## src/rtl/sdram_arb_pkg.sv

```systemverilog
// Shared types for the SDRAM wishbone arbiter.
// Arbiter state encoding doubles as the gnt encoding.
package sdram_arb_pkg;

    typedef enum logic [1:0] {
        IDLE = 2'b00,
        G0   = 2'b01,
        G1   = 2'b10
    } arb_state_e;

    localparam logic [2:0] CTI_CLASSIC = 3'b000;
    localparam logic [2:0] CTI_INCR    = 3'b010;

    // One master's request bundle, in slave-port order.
    typedef struct packed {
        logic        cyc;
        logic        stb;
        logic        we;
        logic [23:0] adr;
        logic [31:0] dat;
        logic [3:0]  sel;
        logic [2:0]  cti;
    } wb_req_t;

endpackage

```

## src/rtl/sdram_arb_starve.sv

```systemverilog
// Starvation counter for the SDRAM arbiter: counts m0 wins while m1
// waits and flags when m1 is owed the next grant.
module sdram_arb_starve #(
    parameter int STARVE_MAX = 4
) (
    input  logic clk,
    input  logic rst_n,
    input  logic inc_i,
    input  logic clr_i,
    output logic at_max_o
);

    logic [2:0] cnt_q;
    logic [2:0] cnt_d;

    // Saturating count; a grant to m1 always wins over an increment.
    always_comb begin
        cnt_d = cnt_q;
        if (clr_i) begin
            cnt_d = 3'd0;
        end else if (inc_i && (cnt_q != 3'd7)) begin
            cnt_d = cnt_q + 3'd1;
        end
    end

    // Counter register, cleared asynchronously.
    always_ff @(posedge clk or negedge rst_n) begin
        if (!rst_n) begin
            cnt_q <= 3'd0;
        end else begin
            cnt_q <= cnt_d;
        end
    end

    assign at_max_o = (cnt_q == 3'(STARVE_MAX));

endmodule

```

## src/rtl/sdram_arb.sv

```systemverilog
// Two-master wishbone arbiter in front of the SDRAM controller.
// Optional m1 anti-starvation under macro SDRAM_ARB_STARVE_EN.
module sdram_arb
    import sdram_arb_pkg::*;
#(
    parameter int STARVE_MAX = 4
) (
    input  logic        wb_clk,
    input  logic        wb_rst_n,

    input  logic        m0_cyc,
    input  logic        m0_stb,
    input  logic        m0_we,
    input  logic [23:0] m0_adr,
    input  logic [31:0] m0_dat_i,
    input  logic [3:0]  m0_sel,
    input  logic [2:0]  m0_cti,
    output logic        m0_ack,

    input  logic        m1_cyc,
    input  logic        m1_stb,
    input  logic        m1_we,
    input  logic [23:0] m1_adr,
    input  logic [31:0] m1_dat_i,
    input  logic [3:0]  m1_sel,
    input  logic [2:0]  m1_cti,
    output logic        m1_ack,

    output logic [31:0] m_dat_o,

    output logic        s_cyc,
    output logic        s_stb,
    output logic        s_we,
    output logic [23:0] s_adr,
    output logic [31:0] s_dat_o,
    output logic [3:0]  s_sel,
    output logic [2:0]  s_cti,
    input  logic [31:0] s_dat_i,
    input  logic        s_ack,

    output logic [1:0]  gnt
);

    arb_state_e state_q;
    arb_state_e state_d;

    // Low for the first edge after reset so no grant lands on it.
    logic arb_en_q;
    logic arb_en_d;

    logic    m0_req;
    logic    m1_req;
    logic    starve;
    wb_req_t m0_bus;
    wb_req_t m1_bus;
    wb_req_t s_bus;

    assign m0_req = m0_cyc & m0_stb;
    assign m1_req = m1_cyc & m1_stb;

    assign m0_bus = {m0_cyc, m0_stb, m0_we, m0_adr,
                     m0_dat_i, m0_sel, m0_cti};
    assign m1_bus = {m1_cyc, m1_stb, m1_we, m1_adr,
                     m1_dat_i, m1_sel, m1_cti};

`ifdef SDRAM_ARB_STARVE_EN
    logic starve_inc;
    logic starve_clr;
    logic at_max;

    assign starve_inc = (state_q == IDLE) & (state_d == G0) & m1_req;
    assign starve_clr = (state_q == IDLE) & (state_d == G1);

    sdram_arb_starve #(
        .STARVE_MAX (STARVE_MAX)
    ) u_starve (
        .clk      (wb_clk),
        .rst_n    (wb_rst_n),
        .inc_i    (starve_inc),
        .clr_i    (starve_clr),
        .at_max_o (at_max)
    );

    assign starve = at_max & m1_req;
`else
    // Strict priority: STARVE_MAX only matters with the counter built in.
    assign starve = 1'b0 && (STARVE_MAX > 7);
`endif

    // Next-state: arbitrate from IDLE, hold while owner keeps cyc.
    always_comb begin
        state_d  = state_q;
        arb_en_d = 1'b1;
        unique case (state_q)
            IDLE: begin
                if (arb_en_q) begin
                    if (m0_req && !starve) begin
                        state_d = G0;
                    end else if (m1_req) begin
                        state_d = G1;
                    end
                end
            end
            G0: begin
                if (!m0_cyc) begin
                    state_d = IDLE;
                end
            end
            G1: begin
                if (!m1_cyc) begin
                    state_d = IDLE;
                end
            end
            default: begin
                state_d = IDLE;
            end
        endcase
    end

    // State register; reset drops any transaction in flight.
    always_ff @(posedge wb_clk or negedge wb_rst_n) begin
        if (!wb_rst_n) begin
            state_q  <= IDLE;
            arb_en_q <= 1'b0;
        end else begin
            state_q  <= state_d;
            arb_en_q <= arb_en_d;
        end
    end

    // Steer the owner onto the slave port and route its ack back.
    always_comb begin
        s_bus     = '0;
        s_bus.cti = CTI_CLASSIC;
        m0_ack    = 1'b0;
        m1_ack    = 1'b0;
        unique case (state_q)
            G0: begin
                s_bus  = m0_bus;
                m0_ack = s_ack;
            end
            G1: begin
                s_bus  = m1_bus;
                m1_ack = s_ack;
            end
            default: begin
            end
        endcase
    end

    assign s_cyc   = s_bus.cyc;
    assign s_stb   = s_bus.stb;
    assign s_we    = s_bus.we;
    assign s_adr   = s_bus.adr;
    assign s_dat_o = s_bus.dat;
    assign s_sel   = s_bus.sel;
    assign s_cti   = s_bus.cti;

    assign m_dat_o = s_dat_i;
    assign gnt     = state_q;

endmodule

```

## config.mk

```make
export PLATFORM = sky130hd
export DESIGN_NAME = sdram_arb
export DESIGN_NICKNAME = d
export VERILOG_FILES = /design/src/rtl/sdram_arb_pkg.sv /design/src/rtl/sdram_arb_starve.sv /design/src/rtl/sdram_arb.sv
export SDC_FILE = /design/constraint.sdc
export NUM_CORES = 1
export LEC_CHECK = 0
export CORE_AREA = 2 2 104 106
export CTS_CLUSTER_SIZE = 8
export DETAILED_ROUTE_END_ITERATION = 10
export DIE_AREA = 0 0 106 108
export MAX_ROUTING_LAYER = met4
export PLACE_DENSITY = 0.67
export SETUP_SLACK_MARGIN = 0.5
export SKIP_LAST_GASP = 1
export SLEW_MARGIN = 15
export SYNTH_ARGS = -nofsm -noshare
export SYNTH_HDL_FRONTEND = slang
export SYNTH_HIERARCHICAL = 1
export SYNTH_SLANG_ARGS = --single-unit
```

## constraint.sdc

```tcl
create_clock -name wb_clk -period 2.4 [get_ports wb_clk]
set_input_delay 0.36 -clock wb_clk [delete_from_list [all_inputs] [get_ports wb_clk]]
set_output_delay 0.36 -clock wb_clk [all_outputs]
set_load 0.03 [all_outputs]
```

==> reports/metrics.cfg, run 1 <==
[finish]
antenna_cells = 0
nets = 556
fin_util = 0.429
final_cells = 521
drive_gt1_frac = 0.579
design_area_sq_mm = 0.00439
syn_to_final_growth_pct = 201

[setup_path]
reg2reg_to = gnt[0]
critPathRequiredTime_ps = 2040
cp_max_fo = 8
critPathArrivalTime_ps = 1650
cp-end-kind = primary output
critical_path_class = flip-flop to primary output
rr_startpoint = gnt[1]
worst-r2r-cell-count = 7
crit_path_start_kind = flip-flop
r2r_slack_ps = 820

[place]
dpl.hpwl_mm = 5.79
dp.cells = 496
gp_congestion = 0.735
place_area_sq_mm = 0.00364
io_buffers = 204

[sta]
hold_viol_final = 0
fin_skew_ps = 2.35
finalMaxSlewViolations = 0
setup_tns_ps = 0
max_freq_mhz = 498
period_needed_ps = 2010
rsz0062_at_grt = yes
setup_viol = 0
min_period_over_period = 0.837

[grt]
grt_antenna_before_repair = 0
grt_pass1_vias = 2182
gr-usage-all-layers = 0.130
grt-ovfl-total = 0
grt_pass1_wl_mm = 11.6
grt_max_degree = 36

[logic_synthesis]
synth_cells = 206
synth-seq-cells = 3
yosysUniqueCellTypes = 19
synth-seq-area-share = 0.0515
synth_warnings = 6
synth_nets = 376
synth_area_sq_mm = 0.00146
syn_avg_cell_area_sq_um = 7.07

[routing]
vias_per_cell = 4.34
via_count = 2262
totalWireLength_mm = 9.47
drtIter0Drc = 92
routedWlPerCell_um = 18.2
drc = 0
dr.pass1.iters = 4
ant_nets = 0

[floorplan]
die_w_um = 106
start_util = 0.142
rows = 37
die_area_sq_mm = 0.0114
ioPinCount = 269
core_area_sq_mm = 0.0102
die_h_um = 108

[clock_network]
cts_sinks = 3
clockBufferDepth = 2
cts_root_buffer = clkbuf_8
numCtsBuffers = 3
cts_tree = done
htreeDepth = 1
path_clk_slew_ps = 30
clk_latency_ps = 220

[power_and_ir_drop]
irDropWorstVdd_v = 0.000589
leakagePower_nw = 1.56
powerDensity_mw_per_mm2 = 1080

[hold_path]
hold_class = primary input to asynchronous set/reset pin

[run_status]
status = finished, final reports clean

[flow_run]
maxCapViolCount = 0

-- through the flow --
stage / hold WS (ps) / power (mW) / setup slack (ps)
5_1_grt: 338 / 4.98 / 342
2_1_floorplan: 64.4 / 2.59 / 511
4_1_cts: 331 / 4.07 / 411
3_5_place_dp: 559 / 3.49 / 454
6_report: 329 / 4.74 / 392
3_3_place_gp: 543 / 3.47 / 460
-- power breakdown --
group	internal, mW	total, mW	switching, mW
Combinational	2.36	4.49	2.13
Sequential	0.0694	0.0916	0.0222
Clock	0.114	0.154	0.0400
Total	2.54	4.74	2.19
-- per-layer routing --
metal / routed length, um / part of all wire / GRT usage
met1: 3630 / 0.38 / 0.143
met2: 5140 / 0.54 / 0.245
met3: 609 / 0.064 / 0.0217
met4: 90 / 0.0095 / 0.0273
met5: 0 / 0 / -
-- how the worst max path moves through the flow --
stage,from,to
floorplan,gnt[0],s_adr[0]
global placement,gnt[0],s_adr[17]
detailed placement,gnt[0],s_adr[17]
CTS,gnt[0],s_adr[17]
global route,gnt[1],s_adr[3]
finish,gnt[1],s_adr[3]
-- cells by family (layout without fill, tap and decap cells) --
group	Yosys count	after routing	share of synthesized area
AOI/OAI and AO/OA	71	71	0.366
adders and majority gates	3	3	0.0258
buffers and inverters	57	236	0.248
DFF	3	3	0.0515
other	1	1	0.00257
and+or+nand+nor	71	71	0.306
-- state kept, by name, summed over array words and instances (netlist names) --
signal / flops
gnt: 2
arb_en_q: 1
-- worst max-delay path: stages, from the launching register on --
cell and delay [ps]:
dfrtp_2 390, inv_2 70, ha_4 210, buf_12 140, clkbuf_16 160, a22oi_2 230, nor2b_4 50, buf_4 160
-- cell usage after synthesis --
cell type | count | area share
a21oi_1 | 1 | 0.0034
a22o_1 | 2 | 0.012
a22oi_1 | 65 | 0.34
and2_1 | 3 | 0.013
and3_1 | 1 | 0.0043
buf_2 | 11 | 0.038
buf_4 | 33 | 0.17
buf_6 | 1 | 0.0077
clkbuf_1 | 8 | 0.021
clkbuf_2 | 2 | 0.0069
conb_1 | 1 | 0.0026
dfrtp_1 | 3 | 0.052
ha_1 | 3 | 0.026
inv_1 | 2 | 0.0052
nand3_1 | 1 | 0.0034
nand4b_1 | 1 | 0.0060
nor2b_1 | 65 | 0.28
o21ai_1 | 2 | 0.0069
o22ai_2 | 1 | 0.0086
-- cell usage in the layout, fill, tap and decap left out --
master	Yosys	final
clkdlybuf4s50_1	0	136
buf_16	0	3
buf_4	33	62
nand4b_1	1	1
buf_8	0	1
clkbuf_1	8	1
buf_6	1	11
dfrtp_1	3	1
buf_12	0	12
clkbuf_8	0	3
a22oi_2	0	51
inv_2	0	2
conb_1	1	1
a22oi_1	65	14
o22ai_2	1	1
a21oi_1	1	1
o21ai_1	2	2
a22o_1	2	1
and2_4	0	1
and2_1	3	2
a22o_4	0	1
nor2b_2	0	25
and3_1	1	1
ha_4	0	2
nand3_1	1	1
ha_2	0	1
dfrtp_2	0	2
clkbuf_16	0	5
nor2b_4	0	40
-- what timing repair did --
action                     4_1_cts  5_1_grt
gates resized for setup         21       62
pin swaps                        1        7
gates cloned                     3        7
setup endpoints to repair       68       67
hold buffers                     0        0
setup buffers                    3        8
-- area by class of cell --
cell class / instances / area, sq um
Clock buffer: 4 / 45.0
Fill cell: 973 / 5840
Inverter: 2 / 7.51
Multi-Input combinational cell: 146 / 1680
Sequential cell: 3 / 77.6
Tap cell: 136 / 170
Timing Repair Buffer: 230 / 2410
No activity file was read; power rests on OpenSTA's default activity.
==> run 2, diff against run 1 <==
- CORE_AREA: 2 2 104 106 -> 2 2 105 107
- DIE_AREA: 0 0 106 108 -> 0 0 107 109
- PLACE_DENSITY: 0.67 -> 0.68
- clock period: 2.4 -> 1.67 ns (I/O delays scaled with it)
==> run 2 against run 1 <==
  * The flow now finishes with violations (setup timing)
  * Sequential power increased by 52%
  * First-iteration DRC count decreased by 32%
  * Non-clock buffer count increased by 25
  * Total power increased by 84%
  * Cell area increased by 16%
  * Clock skew decreased by 1.8 ps
  * Critical endpoint is now s_adr[4]
==> reports/metrics.cfg, run 2 (synthesized netlist as in run 1, its figures left out) <==
[setup_path]
cp_common_cell = buf_6
critPathRequiredTime_ps = 1420
cpMaxStageDelayCell = dfrtp_2
critPathMaxStageDelay_ps = 410
cp_max_fo = 7
critical_path_class = flip-flop to primary output
path_cells = inv_4 -> ha_4 -> buf_12 -> buf_6 -> a22oi_2 -> nor2b_4 -> buf_6
critPathArrivalTime_ps = 1610
crit_path_start_kind = flip-flop
cp-end-kind = primary output

[sta]
fin_skew_ps = 0.526
finalMaxSlewViolations = 0
max_freq_mhz = 537
setup_viol = 68
hold_viol_final = 0
setup_ws_ps = -191
period_needed_ps = 1860
setup_tns_ps = -9960
min_period_over_period = 1.11
rsz0062_at_grt = yes

[clock_network]
clockBufferDepth = 2
cts_tree = done
path_clk_slew_ps = 30
numCtsBuffers = 3
clk_latency_ps = 210
cts_sinks = 3
htreeDepth = 1
cts_root_buffer = clkbuf_8

[finish]
antenna_cells = 0
design_area_sq_mm = 0.00509
final_cell_mix = 134 x clkdlybuf4s50_1, 73 x buf_6, 64 x a22oi_2
largest_register_ffs = 2
drive_gt1_frac = 0.644
final_common_cell = clkdlybuf4s50_1
final_cells = 550
syn_to_final_growth_pct = 249
nets = 581
fillCellCount = 954

[floorplan]
die_w_um = 107
ioPinCount = 269
rows = 38
die_h_um = 109
die_area_sq_mm = 0.0117
start_util = 0.137
core_area_sq_mm = 0.0106

[power_and_ir_drop]
leakagePower_nw = 1.82
powerDensity_mw_per_mm2 = 1710
irDropWorstVdd_v = 0.000855
p_total_mw = 8.71

[routing]
totalWireLength_mm = 9.94
routedWlPerCell_um = 18.1
ant_nets = 0
drc = 0
dr.pass1.iters = 4
drtIter0Drc = 63
via_count = 2428
vias_per_cell = 4.41

[place]
dpl.hpwl_mm = 6.37
dp.cells = 519
io_buffers = 204
place_area_sq_mm = 0.00405
gp_congestion = 0.707
place_ws_ps = -32.9

[grt]
grt_max_degree = 20
gr-usage-all-layers = 0.148
grt_antenna_before_repair = 0
grt_pass1_vias = 2533
grt-ovfl-total = 0
grt_pass1_wl_mm = 13.2

[run_status]
violations = setup timing
status = finished, violations left

[hold_path]
hold_class = primary input to asynchronous set/reset pin

[flow_run]
maxCapViolCount = 0

run 2: layer usage:
metal  global-route usage  vias to the layer above  part of all wire
met5                    -                        -                 0
met4               0.0223                        0            0.0073
met3               0.0335                       14             0.078
met2                0.296                      113              0.57
met1                0.148                     1179              0.34
li1                     -                     1122                 -
run 2: timing repair:
| action | in CTS | in global routing |
|---|---|---|
| pin swaps | 24 | 33 |
| cloned | 7 | 7 |
| gates resized for setup | 98 | 36 |
| hold buffers | 0 | 0 |
| endpoints found under the setup margin | 72 | 72 |
| buffers inserted | 9 | 4 |
run 2: final timing paths:
| kind | startpoint | to | slack, ps | cells past startpoint |
|---|---|---|---|---|
| min | wb_rst_n | arb_en_q | 230 | 1 |
| max reg2reg | gnt[1] | gnt[0] | 90 | 7 |
| min reg2reg | gnt[0] | gnt[0] | 690 | 2 |
| max | gnt[1] | s_adr[4] | -190 | 7 |
| max in group asynchronous | wb_rst_n | gnt[0] | 1270 | 1 |
| min in group wb_clk | s_dat_i[27] | m_dat_o[27] | 500 | 0 |
run 2: through the flow:
stage | hold WS [ps] | utilization
floorplan | -45.1 | -
global placement | 452 | 0.382
detailed placement | 467 | 0.382
CTS | 238 | 0.449
global route | 237 | 0.480
finish | 230 | 0.480
run 2: area by class of cell:
type | count | area [sq um] | area share
repair buffers | 255 | 2940 | 0.578
well taps | 140 | 175 | 0.0344
multi-input cells | 146 | 1840 | 0.361
inverters | 2 | 12.5 | 0.00246
flip-flops and latches | 3 | 77.6 | 0.0152
clock buffers | 4 | 45.0 | 0.00885
run 2: power breakdown:
group,switching (mW),internal (mW)
Sequential,0.0397,0.0998
Combinational,3.58,4.77
Clock,0.0498,0.163
run 2: critical path, delay by kind of cell (launching register included):
family | cells | cell delay, ps
adders and majority gates | 1 | 200
and+or+nand+nor | 1 | 60
DFF | 1 | 410
buffers and inverters | 4 | 480
AOI/OAI and AO/OA | 1 | 230
==> run 3, diff against run 2 <==
- GPL_TIMING_DRIVEN: unset -> 0
==> run 3 against run 2 <==
  * Largest cell class unchanged
  * Combinational power decreased by 9.3%
  * Cell area increased by 5.6%
  * Sequential share of layout area decreased by 0.081 points
  * The run still ends with setup timing left
  * Critical path type unchanged
==> reports/metrics.cfg, run 3 (synthesized netlist as in run 1, its figures left out) <==
[run_status]
status = finished, violations left
violations = setup timing

[setup_path]
cp-end-kind = primary output
crit_path_start_kind = flip-flop
cp_max_fo = 7
rr_startpoint = gnt[1]
worstSetupStartpoint = gnt[1]
reg2reg_to = gnt[0]
critical_path_class = flip-flop to primary output
worst-r2r-cell-count = 6
critPathRequiredTime_ps = 1420
r2r_slack_ps = 130
critPathArrivalTime_ps = 1700

[floorplan]
die_area_sq_mm = 0.0117
die_h_um = 109
rows = 38
core_area_sq_mm = 0.0106
die_w_um = 107
start_util = 0.137
ioPinCount = 269

[power_and_ir_drop]
sequentialPowerShare = 0.018
p_sw_mw = 3.44
combPwrFrac = 0.955
p_total_mw = 7.92
irDropWorstVdd_v = 0.000741
p_int_mw = 4.48
power.share.switching = 0.434
leakagePower_nw = 2.08
p_clk_frac = 0.027
powerDensity_mw_per_mm2 = 1470

[clock_network]
cts_sinks = 3
path_clk_slew_ps = 30
cts_root_buffer = clkbuf_8
cts_tree = done
htreeDepth = 1
numCtsBuffers = 3
clockBufferDepth = 2
clk_latency_ps = 220

[finish]
final_cell_mix = 134 x clkdlybuf4s50_1, 65 x a22oi_2, 64 x buf_4
largest_register_ffs = 2
nets = 641
seqCellArea_sq_um = 77.6
final_common_cell = clkdlybuf4s50_1
design_area_sq_mm = 0.00538
antenna_cells = 0
fin_util = 0.507
syn_to_final_growth_pct = 269
drive_gt1_frac = 0.630
fillCellCount = 968
final_cells = 610
multi_input_comb_area_sq_mm = 0.00184

[place]
dp.cells = 582
io_buffers = 236
gp_congestion = 0.685
dpl.hpwl_mm = 7.54
place_area_sq_mm = 0.00471

[routing]
totalWireLength_mm = 9.52
via_count = 2573
dr.pass1.iters = 3
drc = 0
vias_per_cell = 4.22
routedWlPerCell_um = 15.6
drtIter0Drc = 83
ant_nets = 0

[sta]
max_freq_mhz = 512
fin_skew_ps = 1.49
finalMaxSlewViolations = 0
min_period_over_period = 1.17
setup_viol = 68
hold_viol_final = 0
rsz0062_at_grt = yes
hold_ws_ps = 221
setup_ws_ps = -283
period_needed_ps = 1950

[grt]
grt_pass1_vias = 2691
grt_antenna_before_repair = 0
grt_max_degree = 11
gr-usage-all-layers = 0.152
grt_pass1_wl_mm = 13.7
grt-ovfl-total = 0

[hold_path]
hold_class = primary input to asynchronous set/reset pin

[flow_run]
maxCapViolCount = 0

==> run 3: cell types whose count changed in the layout (fill, tap and decap cells not counted), moves of 2 or more <==
cell / before / now
buf_4: 19 / 64
dlygate4sd2_1: 1 / 32
buf_6: 73 / 47
buf_2: 0 / 10
buf_16: 7 / 2
clkbuf_8: 3 / 8
buf_12: 12 / 10
nor2b_2: 8 / 10
nor2b_4: 57 / 55
==> run 3: power by group through the flow <==
stage          logic [mW]  registers, mW  clock network (mW)
2_1_floorplan        4.35          0.163                   0
3_3_place_gp         6.08          0.125                   0
3_5_place_dp         6.15          0.127                   0
4_1_cts              7.16          0.133               0.223
5_1_grt              7.98          0.145               0.233
6_report             7.57          0.139               0.217
==> run 3: layer usage <==
layer	part of all wire	GRT usage
met1	0.37	0.166
met5	0	-
met2	0.56	0.298
met3	0.073	0.0233
met4	0.0036	0.0167
==> run 3: cell type report <==
type | count | area share
Tap cell | 140 | 0.0326
Timing Repair Buffer | 260 | 0.489
Multi-Input combinational cell | 146 | 0.343
Sequential cell | 3 | 0.0144
Inverter | 2 | 0.00233
Buffer | 55 | 0.111
Clock buffer | 4 | 0.00838
==> run 3: timing repair <==
| action | in CTS | in global routing |
|---|---|---|
| hold buffers | 0 | 0 |
| buffers inserted | 11 | 6 |
| gates resized for setup | 536 | 33 |
| pin swaps | 13 | 19 |
| cloned | 3 | 4 |
| endpoints found under the setup margin | 104 | 72 |
==> run 3: per-stage QoR <==
step | setup WS [ps] | setup TNS, ps
3_5_place_dp | -698 | -41200
4_1_cts | -292 | -17030
6_report | -283 | -15480
3_3_place_gp | -675 | -40440
5_1_grt | -337 | -19930
2_1_floorplan | 16.7 | 0
==> run 3: worst max-delay path, cell delays in order (launching register included) <==
cell	delay (ps)
dfrtp_2	400
inv_4	60
ha_4	150
clkbuf_16	150
buf_12	140
a22o_4	260
and2_4	160
buf_6	130
==> run 3: worst max-delay path by stage <==
| stage | endpoint | slack (ps) | depth (start not counted) |
|---|---|---|---|
| after global routing | s_adr[12] | -340 | 8 |
| after floorplan | s_adr[0] | 20 | 7 |
| after global placement | s_cyc | -670 | 7 |
| after CTS | s_adr[9] | -290 | 7 |
| final | s_cyc | -280 | 7 |
| after detailed placement | s_cyc | -700 | 7 |
